**src/rtl/uart_pkg.sv**
```systemverilog
// uart_pkg: shared UART framing levels and the transmitter state encoding.
package uart_pkg;
  typedef enum logic [2:0] {IDLE, START, DATA, PARITY, STOP} uartState_e;
  localparam int UART_DATA_BITS = 8;
  localparam logic UART_IDLE_LEVEL = 1'b1;
  localparam logic UART_START_LEVEL = 1'b0;
  localparam logic UART_STOP_LEVEL = 1'b1;
endpackage

```
**src/rtl/uart_rr_arb.sv**
```systemverilog
// uart_rr_arb: combinational round-robin pick; search starts at ptr and wraps upward.
module uart_rr_arb #(
  parameter int NUM_REQ = 4,
  localparam int IDW = $clog2(NUM_REQ)
) (
  input  logic [NUM_REQ-1:0] req,
  input  logic [IDW-1:0]     ptr,
  input  logic               enable,
  output logic [NUM_REQ-1:0] grant,
  output logic [IDW-1:0]     grantIdx
);
  logic           found;
  logic [IDW-1:0] cand;
  always_comb begin
    grant = '0;
    grantIdx = '0;
    found = 1'b0;
    cand = '0;
    for (int k = 0; k < NUM_REQ; k++) begin
      cand = IDW'((int'(ptr) + k) % NUM_REQ);
      if (enable && !found && req[cand]) begin
        grant[cand] = 1'b1;
        grantIdx = cand;
        found = 1'b1;
      end
    end
  end
endmodule

```
**src/rtl/uart_tx_arb.sv**
```systemverilog
// uart_tx_arb: round-robin shared 8N1 UART transmitter for NUM_REQ byte sources.
// Define UART_TX_ARB_PARITY_EN to insert an even-parity bit between d7 and stop.
module uart_tx_arb
  import uart_pkg::*;
#(
  parameter int NUM_REQ = 4,
  parameter int CLKS_PER_BIT = 868,
  localparam int IDW = $clog2(NUM_REQ)
) (
  input  logic                 clk,
  input  logic                 rst_n,
  input  logic [NUM_REQ-1:0]   req_valid,
  input  logic [8*NUM_REQ-1:0] req_data,
  output logic [NUM_REQ-1:0]   req_ready,
  output logic                 TX,
  output logic                 busy,
  output logic [IDW-1:0]       grant_id
);
  localparam int BW = $clog2(CLKS_PER_BIT);
  localparam logic [BW-1:0] BAUD_MAX = BW'(CLKS_PER_BIT - 1);
`ifdef UART_TX_ARB_PARITY_EN
  localparam uartState_e POST_DATA = PARITY;
`else
  localparam uartState_e POST_DATA = STOP;
`endif
  uartState_e     state;
  logic [IDW-1:0] rrPtr;
  logic [IDW-1:0] winIdx;
  logic [2:0]     bitCnt;
  logic [BW-1:0]  baudCnt;
  logic [7:0]     dataReg;
  logic [7:0]     selByte;
  logic           acceptWin;
  logic           accept;
  logic           frameLevel;
  // Reset also closes the window so no ready strobe escapes while held in reset.
  assign acceptWin = rst_n && (state == IDLE || (state == STOP && baudCnt == '0));
  assign accept = |req_ready;
  assign busy = state != IDLE;
  uart_rr_arb #(.NUM_REQ(NUM_REQ)) rrArb (
    .req(req_valid),
    .ptr(rrPtr),
    .enable(acceptWin),
    .grant(req_ready),
    .grantIdx(winIdx)
  );
  always_comb begin
    selByte = '0;
    for (int i = 0; i < NUM_REQ; i++) selByte = selByte | (req_data[8*i +: 8] & {8{req_ready[i]}});
  end
  assign frameLevel = state == START ? UART_START_LEVEL :
                      state == DATA  ? dataReg[bitCnt] :
                      state == STOP  ? UART_STOP_LEVEL : UART_IDLE_LEVEL;
`ifdef UART_TX_ARB_PARITY_EN
  assign TX = state == PARITY ? ^dataReg : frameLevel;
`else
  assign TX = frameLevel;
`endif
  always_ff @(posedge clk or negedge rst_n) begin
    if (!rst_n) begin
      state <= IDLE;
      rrPtr <= '0;
      bitCnt <= '0;
      baudCnt <= '0;
      dataReg <= '0;
      grant_id <= '0;
    end else if (accept) begin
      state <= START;
      baudCnt <= BAUD_MAX;
      bitCnt <= '0;
      dataReg <= selByte;
      grant_id <= winIdx;
      rrPtr <= IDW'((int'(winIdx) + 1) % NUM_REQ);
    end else if (state != IDLE) begin
      if (baudCnt != '0) begin
        baudCnt <= baudCnt - BW'(1);
      end else begin
        baudCnt <= BAUD_MAX;
        if (state == START) begin
          state <= DATA;
        end else if (state == DATA) begin
          bitCnt <= bitCnt + 3'd1;
          if (bitCnt == 3'(UART_DATA_BITS - 1)) state <= POST_DATA;
        end else begin
          state <= state == PARITY ? STOP : IDLE;
        end
      end
    end
  end
endmodule

```
**config.mk**
```make
export PLATFORM = sky130hd
export DESIGN_NAME = uart_tx_arb
export DESIGN_NICKNAME = d
export VERILOG_FILES = /design/src/rtl/uart_pkg.sv /design/src/rtl/uart_rr_arb.sv /design/src/rtl/uart_tx_arb.sv
export SDC_FILE = /design/constraint.sdc
export NUM_CORES = 1
export LEC_CHECK = 0
export BUFFER_PORTS_ARGS = -buffer_cell sky130_fd_sc_hd__buf_2
export CAP_MARGIN = 10
export CORE_MARGIN = 5
export CORE_UTILIZATION = 41
export DETAILED_ROUTE_END_ITERATION = 12
export GPL_TIMING_DRIVEN = 0
export MAX_ROUTING_LAYER = met4
export PLACE_DENSITY_LB_ADDON = 0.3
export SKIP_LAST_GASP = 1
export SLEW_MARGIN = 10
export SYNTH_ARGS = -nofsm -noshare
export SYNTH_HDL_FRONTEND = slang
export SYNTH_HIERARCHICAL = 1
export SYNTH_SLANG_ARGS = --single-unit
```
**constraint.sdc**
```tcl
create_clock -name clk -period 10.8 [get_ports clk]
set_input_delay 0.54 -clock clk [delete_from_list [all_inputs] [get_ports clk]]
set_output_delay 0.54 -clock clk [all_outputs]
set_load 0.005 [all_outputs]
```
==> impl_metrics.ini, run 1 <==
[placement]
io_buffers = 45
dp_hpwl_um = 3880
gp_congestion = 0.839

[clock_tree]
cts_sinks = 28
cts_resized = 0
clockBufferDepth = 2
post_cts_buffers = 0
htreeDepth = 1
cts_tree = built
cts_buffers = 3
hold_buffers = 0
clk_pin_slew_ps = 100
clockRootBuffer = clkbuf_8
insertion_delay_ps = 280

[layout]
area_growth_pct = 18.3
layout_commonest_cell = buf_2
drive_above_1_share_pct = 29.5
final_cell_mix = buf_2, dfrtp_1, nor2_1
antenna_cells = 0
layout.nets = 318

[sta]
period_share_pct = 36.5
tns_ps = 0
finalCriticalPeriod_ps = 3940
finalSetupViolations = 0
rsz0062_at_grt = no
hold_viol = 0
slew_headroom_pct = 56.9
skew_ps = 2.70
worstMarginPinSlew_ps = 647
clock.fmax_mhz = 254
maxSlewViolCount = 0
fin_hold_ws_ps = 275

[yosys]
synth_area_per_cell_um2 = 9.48
yosysTopAreaCell = dfrtp_1
synth.top_cell.area_share_pct = 33.8
synth_area_um2 = 2080
synth_edf_count = 0
synthArstFlopShare_pct = 100
synthTopCellsByArea = dfrtp_1, ha_1, a22oi_1
syn_inst = 219
seq_area_frac_synth_pct = 33.8
synth_warnings = 6
synth.distinct_cells = 52
synthFlopType = dfrtp_1
synth_fp_nets = 268
ys_ff_latch = 28

[flow_run]
max-cap-violations = 0

[critical_path]
crit_type = flop to flop
cp_max_fo = 10
worstReg2RegStart = rrPtr[0]$_DFFE_PN0N_
worstPathArrival_ps = 4110
worstPathRequired_ps = 10970
worst_setup_path_end_kind = flop
worstRegToRegCells = 15
r2r-end = baudCnt[5]$_DFFE_PN0P_
reg2reg_setup_slack_ps = 6860
critPathLaunchType = flop

[power_and_ir_drop]
vdd_drop_max_uv = 39.5
p_leak_uw = 0.00105
p_per_area_nw_per_um2 = 82.3

[run_status]
status = completed

[drt]
drt_iter0_markers = 114
dr.pass1.iters = 4
drt_drc_violations_left = 0
ant_nets = 0
wirelength_um = 5030
viasPerCell = 5.50
num_vias = 1844
drt-wirelength-per-cell_um = 15.0

[floorplan]
io_pins = 46
core_um2 = 4820
fp-row-count = 25
die_height_um = 81.2
start_util_pct = 43.1
die_x_um = 81.2
fp.dieArea_um2 = 6590

[grt]
grt_max_degree = 30
grt_pass1_vias = 1841
track_usage_pct = 16.3
grt_pass1_wl_um = 8380
grt_overflow = 0
antenna_found_initial = 0

[hold_path]
hold_path.class = input pin to async pin
critical path, cell delays in order (launching register included):
cell,delay (ps)
dfrtp_1,480
buf_6,190
clkinv_1,280
ha_1,380
buf_2,170
or2_2,280
o211ai_1,100
o21ai_0,100
and3b_2,260
a221o_1,330
buf_4,180
or4_4,540
buf_6,160
o211ai_2,140
xor2_1,160
nand2_1,70
how the worst max path moves through the flow:
stage	startpoint	to	slack, ps	depth (start not counted)
detailed placement	rrPtr[0]$_DFFE_PN0N_	baudCnt[5]$_DFFE_PN0P_	6900	15
global route	rrPtr[0]$_DFFE_PN0N_	baudCnt[1]$_DFFE_PN0P_	6560	14
CTS	rrPtr[0]$_DFFE_PN0N_	baudCnt[5]$_DFFE_PN0P_	6850	15
global placement	rrPtr[0]$_DFFE_PN0N_	baudCnt[5]$_DFFE_PN0P_	6900	15
finish	rrPtr[0]$_DFFE_PN0N_	baudCnt[5]$_DFFE_PN0P_	6860	15
floorplan	rrPtr[0]$_DFFE_PN0N_	baudCnt[5]$_DFFE_PN0P_	7210	15
kinds of logic after synthesis:
| group | synth area share (%) |
|---|---|
| multiplexers | 9.04 |
| buffers and inverters | 5.42 |
| XOR/XNOR | 3.38 |
| AND/OR/NAND/NOR | 18.2 |
| flip-flops | 33.8 |
| adder cells (fa/ha/maj) | 6.63 |
| AO/OA/AOI/OAI | 23.6 |
where the power goes:
| part | switching (uW) | leakage, uW | internal [uW] |
|---|---|---|---|
| clock | 33.7 | 0.0000357 | 49.7 |
| sequential | 0 | 0.000335 | 105 |
| combinational | 7.32 | 0.000677 | 6.78 |
| total | 41.0 | 0.00105 | 161 |
metrics by stage:
stage | area (um2) | worst slack (ps) | total power [uW] | instances | util (%)
after floorplan | 2080 | 7210 | 111 | 219 | -
after global placement | 2380 | 6900 | 121 | 331 | 49.5
after detailed placement | 2380 | 6900 | 121 | 331 | 49.5
after CTS | 2460 | 6850 | 204 | 335 | 51.0
after global routing | 2460 | 6560 | 209 | 335 | 51.0
final | 2460 | 6860 | 202 | 335 | 51.0
metal layers:
layer / global-route usage [%] / share of wire (%) / vias to the layer above
met5: - / 0 / -
met2: 27.0 / 51 / 26
li1: - / - / 924
met4: 4.56 / 1.1 / 0
met3: 1.11 / 2.0 / 5
met1: 21.5 / 46 / 889
synthesized netlist by cell type (all sizes together) (4+ instances only):
cell type  instances
dfrtp             28
xnor2              4
o21ai             11
mux2i              6
a221o              4
nor3               5
xor2               4
mux4               4
nor2              26
a31oi              9
nand3              7
buf               11
a21boi             6
ha                11
a21oi              4
o211ai             7
inv                7
a22oi             16
nand2             16
layout make-up:
type                    instances  area, um2
multi-input cells             172       1260
fillers                       486       2360
flip-flops and latches         28        701
plain buffers                  11       82.6
clock inverters                 1       30.0
repair buffers                 45        225
well taps                      67       83.8
clock buffers                   3       41.3
inverters                       8       30.0
sequential cells by signal, summed over array words and instances (netlist names):
name      flops
baudCnt      10
dataReg       8
bitCnt        3
state         3
grant_id      2
rrPtr         2
No activity file was read; power rests on OpenSTA's default activity.
==> inputs of run 2 (changes only) <==
==> constraint.sdc (replaced) <==
create_clock -name clk -period 3.2 [get_ports clk]
set_input_delay 0.16 -clock clk [delete_from_list [all_inputs] [get_ports clk]]
set_output_delay 0.16 -clock clk [all_outputs]
set_load 0.005 [all_outputs]
==> impl_metrics.ini, run 2 (same netlist as run 1, synthesis figures left out) <==
[layout]
final_cell_mix = buf_2, buf_4, dfrtp_1
antenna_cells = 0
area_growth_pct = 32.9
drive_above_1_share_pct = 42.0
multiInputGateArea_um2 = 1340
regArea_um2 = 703
instances_no_fill = 362
largest_register_ffs = 10
regMostFlops = baudCnt
layout.nets = 346
layout_commonest_cell = buf_2
fillers = 442
fin_util_pct = 57.3
reg.largest.list = baudCnt (10), dataReg (8)

[critical_path]
worst_setup_path_end_kind = flop
crit_type = flop to flop
cp_max_fo = 6
critPathLaunchType = flop
worstPathArrival_ps = 3380
worstPathRequired_ps = 3370

[clock_tree]
cts_tree = built
clk_pin_slew_ps = 90
insertion_delay_ps = 270
cts_sinks = 28
htreeDepth = 1
clockRootBuffer = clkbuf_8
cts_buffers = 3
clockBufferDepth = 2

[floorplan]
fp-row-count = 25
die_height_um = 81.2
start_util_pct = 43.1
fp.dieArea_um2 = 6590
die_x_um = 81.2
core_um2 = 4820
io_pins = 46

[sta]
layout_setup_ws_ps = -9.68
rsz0062_at_grt = yes
finalCriticalPeriod_ps = 3210
slew_headroom_pct = 61.9
hold_viol = 0
worstMarginPinSlew_ps = 568
skew_ps = 1.50
clock.fmax_mhz = 312
maxSlewViolCount = 0
finalSetupViolations = 1
period_share_pct = 100

[placement]
dp_hpwl_um = 4010
io_buffers = 45
gp_congestion = 0.874
dpl.cell_count = 331

[drt]
num_vias = 2062
drt_drc_violations_left = 0
dr.pass1.iters = 4
viasPerCell = 5.70
drt-wirelength-per-cell_um = 16.2
drt_iter0_markers = 164
wirelength_um = 5870
ant_nets = 0

[run_status]
violations = setup timing
status = finished with violations

[power_and_ir_drop]
vdd_drop_max_uv = 132
p_per_area_nw_per_um2 = 216
swShare_pct = 22.3
p_leak_uw = 0.00118
p_seq_share_pct = 59.4
power_frac_clock_pct = 32.2
power_switching_uw = 132
totalPowerFinal_uw = 595
combinationalPowerShare_pct = 8.4
internal_power_uw = 463

[grt]
track_usage_pct = 17.8
grt_max_degree = 30
grt_overflow = 0
antenna_found_initial = 0
grt_pass1_vias = 1969
grt_pass1_wl_um = 9040

[hold_path]
hold_path.class = input pin to flop

[flow_run]
max-cap-violations = 0
## run 2: cell types whose count changed in the layout (fill, tap and decap cells not counted), sizes merged
cell / previous run / this run
dlygate4sd3: 0 / 1
clkbuf: 3 / 5
bufinv: 1 / 0
buf: 56 / 81
## run 2: worst paths after layout
path / startpoint / endpoint / slack, ps / cells past startpoint
max: baudCnt[1]$_DFFE_PN0P_ / baudCnt[5]$_DFFE_PN0P_ / -10 / 16
min: req_data[22] / dataReg[6]$_DFFE_PN0N_ / 200 / 3
max reg2reg: baudCnt[1]$_DFFE_PN0P_ / baudCnt[5]$_DFFE_PN0P_ / -10 / 16
min reg2reg: grant_id[0]$_DFFE_PN0N_ / grant_id[0]$_DFFE_PN0N_ / 480 / 2
max in group asynchronous: rst_n / rrPtr[0]$_DFFE_PN0N_ / 2520 / 2
min in group asynchronous: rst_n / baudCnt[4]$_DFFE_PN0P_ / 370 / 2
## run 2: cell type report
class / instances / area share [%]
buffer: 8 / 2.77
timing repair buffer: 76 / 16.8
clock buffer: 3 / 1.50
inverter: 8 / 1.72
multi-input combinational: 172 / 48.7
sequential: 28 / 25.5
tap: 67 / 3.04
## run 2: per-stage QoR
| step | hold slack (ps) | setup WS, ps | cell area (um2) | TNS, ps |
|---|---|---|---|---|
| floorplan | -136 | -69.9 | 2130 | -106 |
| global placement | 219 | -346 | 2440 | -6630 |
| detailed placement | 219 | -360 | 2440 | -7480 |
| CTS | 202 | -0.969 | 2650 | -0.969 |
| global route | 220 | -87.8 | 2760 | -433 |
| finish | 201 | -9.68 | 2760 | -9.68 |
## run 2: critical path, stage by stage, from the launching register on
cell and delay (ps):
dfrtp_1 380, inv_2 50, ha_4 150, nor3b_4 150, nand3_2 100, nand2_2 60, and3_4 190, o211ai_1 100
o22ai_1 120, and3b_2 270, a221o_1 360, buf_6 140, or4_4 500, buf_6 150, o211ai_2 160, xor2_1 160
nand2_1 60
## run 2: power groups by stage
stage	registers (uW)	logic (uW)	clock network [uW]
2_1_floorplan	361	13.5	0
3_3_place_gp	361	48.1	0
3_5_place_dp	361	49.3	0
4_1_cts	353	50.2	194
5_1_grt	354	55.8	209
6_report	353	50.2	191
## run 2: what timing repair did
action,in CTS,in global routing
pin swaps,10,10
setup buffers,18,12
resized for setup,14,12
endpoints found under the setup margin,28,25
hold buffers,1,0
hold endpoints to repair,28,0
## run 2: routing by layer
layer	wire (um)	global-route usage, %	vias up
li1	-	-	980
met1	2470	22.0	1029
met2	3070	30.8	44
met3	212	1.77	9
met4	109	5.07	0
met5	0	-	-
==> inputs of run 3 (changes only) <==
--- a/config.mk
+++ b/config.mk
@@ -13,6 +13,7 @@
 export GPL_TIMING_DRIVEN = 0
 export MAX_ROUTING_LAYER = met4
 export PLACE_DENSITY_LB_ADDON = 0.3
+export REMOVE_ABC_BUFFERS = 1
 export SKIP_LAST_GASP = 1
 export SLEW_MARGIN = 10
 export SYNTH_ARGS = -nofsm -noshare
==> impl_metrics.ini, run 3 (same netlist as run 1, synthesis figures left out) <==
[drt]
dr.max_layer_used = met4
viasPerCell = 5.73
dr_wl_met3_um = 263
wl_met2_um = 2850
ant_nets = 0
num_vias = 2046
dr.pass1.iters = 4
drt_drc_violations_left = 0
drt-wirelength-per-cell_um = 16.5
m1WireLength_um = 2680
drt_iter0_markers = 133
wirelength_um = 5880

[layout]
largest_register_ffs = 10
instances_no_fill = 357
drive_above_1_share_pct = 41.4
final_cell_mix = buf_2, buf_4, nor2_1, dfrtp_1, a22oi_1
fin_util_pct = 56.4
regArea_um2 = 703
regMostFlops = baudCnt
multiInputGateArea_um2 = 1360
reg.largest.list = baudCnt (10), dataReg (8)
layout.nets = 341
fillers = 438
area_growth_pct = 31.0
antenna_cells = 0
layout_commonest_cell = buf_2

[floorplan]
start_util_pct = 43.1
core_um2 = 4820
io_pins = 46
fp.dieArea_um2 = 6590
fp-row-count = 25
die_height_um = 81.2
die_x_um = 81.2

[critical_path]
reg2reg_setup_slack_ps = 40
critPathSlowestCell = or4_4
crit_family = simple AND/OR/NAND/NOR gates
worstRegToRegCells = 14
worstPathArrival_ps = 3310
crit_type = flop to flop
cpMostUsedCell = o211ai_1
worst_setup_path_end_kind = flop
worstPathRequired_ps = 3350
r2r-end = baudCnt[7]$_DFFE_PN0P_
setup.worst_path.start = baudCnt[0]$_DFFE_PN0P_
max_stage_delay_ps = 630
critPathLaunchType = flop
cp_max_fo = 7
worstReg2RegStart = baudCnt[0]$_DFFE_PN0P_
cp.buffers_inverters = 1
crit_chain = inv_2, ha_4, nor3b_4, nand3_2, nand2_2, and3_4, o211ai_1, o22ai_2, and3b_2, a221o_2, or4_4, o211ai_1, xor2_1, nor2_1

[sta]
finalSetupViolations = 0
hold_viol = 0
clock.fmax_mhz = 317
finalCriticalPeriod_ps = 3160
slew_headroom_pct = 61.5
skew_ps = 2.70
period_share_pct = 98.7
fin_hold_ws_ps = 198
rsz0062_at_grt = yes
maxSlewViolCount = 0
worstMarginPinSlew_ps = 575

[flow_run]
max-cap-violations = 0

[grt]
grt_pass1_vias = 1931
grt_pass1_wl_um = 9530
antenna_found_initial = 0
grt_overflow = 0
grt_max_degree = 29
track_usage_pct = 19.1

[hold_path]
hold_path.class = input pin to flop
hold_path_end = dataReg[5]$_DFFE_PN0N_
hold_depth = 3
hp-start = req_data[21]

[clock_tree]
cts_tree = built
htreeDepth = 1
clockRootBuffer = clkbuf_8
cts_buffers = 3
insertion_delay_ps = 270
clockBufferDepth = 2
cts_sinks = 28
clk_pin_slew_ps = 90

[power_and_ir_drop]
vdd_drop_max_uv = 144
p_per_area_nw_per_um2 = 220
p_leak_uw = 0.00117

[placement]
dpl.cell_count = 321
dp_hpwl_um = 3660
gp_congestion = 0.789
io_buffers = 45

[run_status]
status = completed
-- run 3: metrics by stage --
| stage | setup WS, ps | total power, uW | instance area (um2) | setup TNS [ps] |
|---|---|---|---|---|
| 2_1_floorplan | -944 | 374 | 1990 | -12960 |
| 3_3_place_gp | -2040 | 408 | 2300 | -35450 |
| 3_5_place_dp | -1170 | 408 | 2320 | -25490 |
| 4_1_cts | -1.84 | 604 | 2640 | -1.84 |
| 5_1_grt | -74.5 | 621 | 2720 | -263 |
| 6_report | 41.0 | 599 | 2720 | 0 |
-- run 3: worst max-delay path by stage --
stage                                   endpoint  cells after the start
after global placement    baudCnt[9]$_DFFE_PN0P_                     11
after detailed placement  baudCnt[9]$_DFFE_PN0P_                     12
after CTS                 baudCnt[7]$_DFFE_PN0P_                     14
final                     baudCnt[7]$_DFFE_PN0P_                     14
after global routing      baudCnt[7]$_DFFE_PN0P_                     14
after floorplan           baudCnt[9]$_DFFE_PN0P_                     11
-- run 3: report_power, final --
part | switching, uW | total, uW | internal, uW
clock network | 108 | 193 | 84.6
registers | 0 | 353 | 353
logic | 26.2 | 52.5 | 26.3
-- run 3: what timing repair did --
item | 4_1_cts | 5_1_grt
hold buffers | 2 | 0
setup endpoints to repair | 32 | 25
endpoints found under the hold margin | 28 | 0
buffers inserted | 22 | 8
pin swaps | 12 | 12
resized for setup | 24 | 3
cloned | 1 | 0
-- run 3: area by class of cell --
cell class              instances  area share (%)
multi-input cells             173            49.8
well taps                      67            3.08
inverters                       8            1.29
flip-flops and latches         28            25.9
repair buffers                 78            18.4
clock buffers                   3            1.52
-- run 3: worst reg2reg max path, cell delays in order (launching register included) --
cell and delay (ps):
dfrtp_1 370, inv_2 60, ha_4 160, nor3b_4 150, nand3_2 90, nand2_2 60, and3_4 200, o211ai_1 120
o22ai_2 110, and3b_2 250, a221o_2 400, or4_4 630, o211ai_1 220, xor2_1 160, nor2_1 60
-- run 3: metal layers --
layer	track usage [%]	vias up
li1	-	974
met1	26.3	1006
met2	30.1	58
met3	1.88	8
met4	5.41	0
met5	-	-
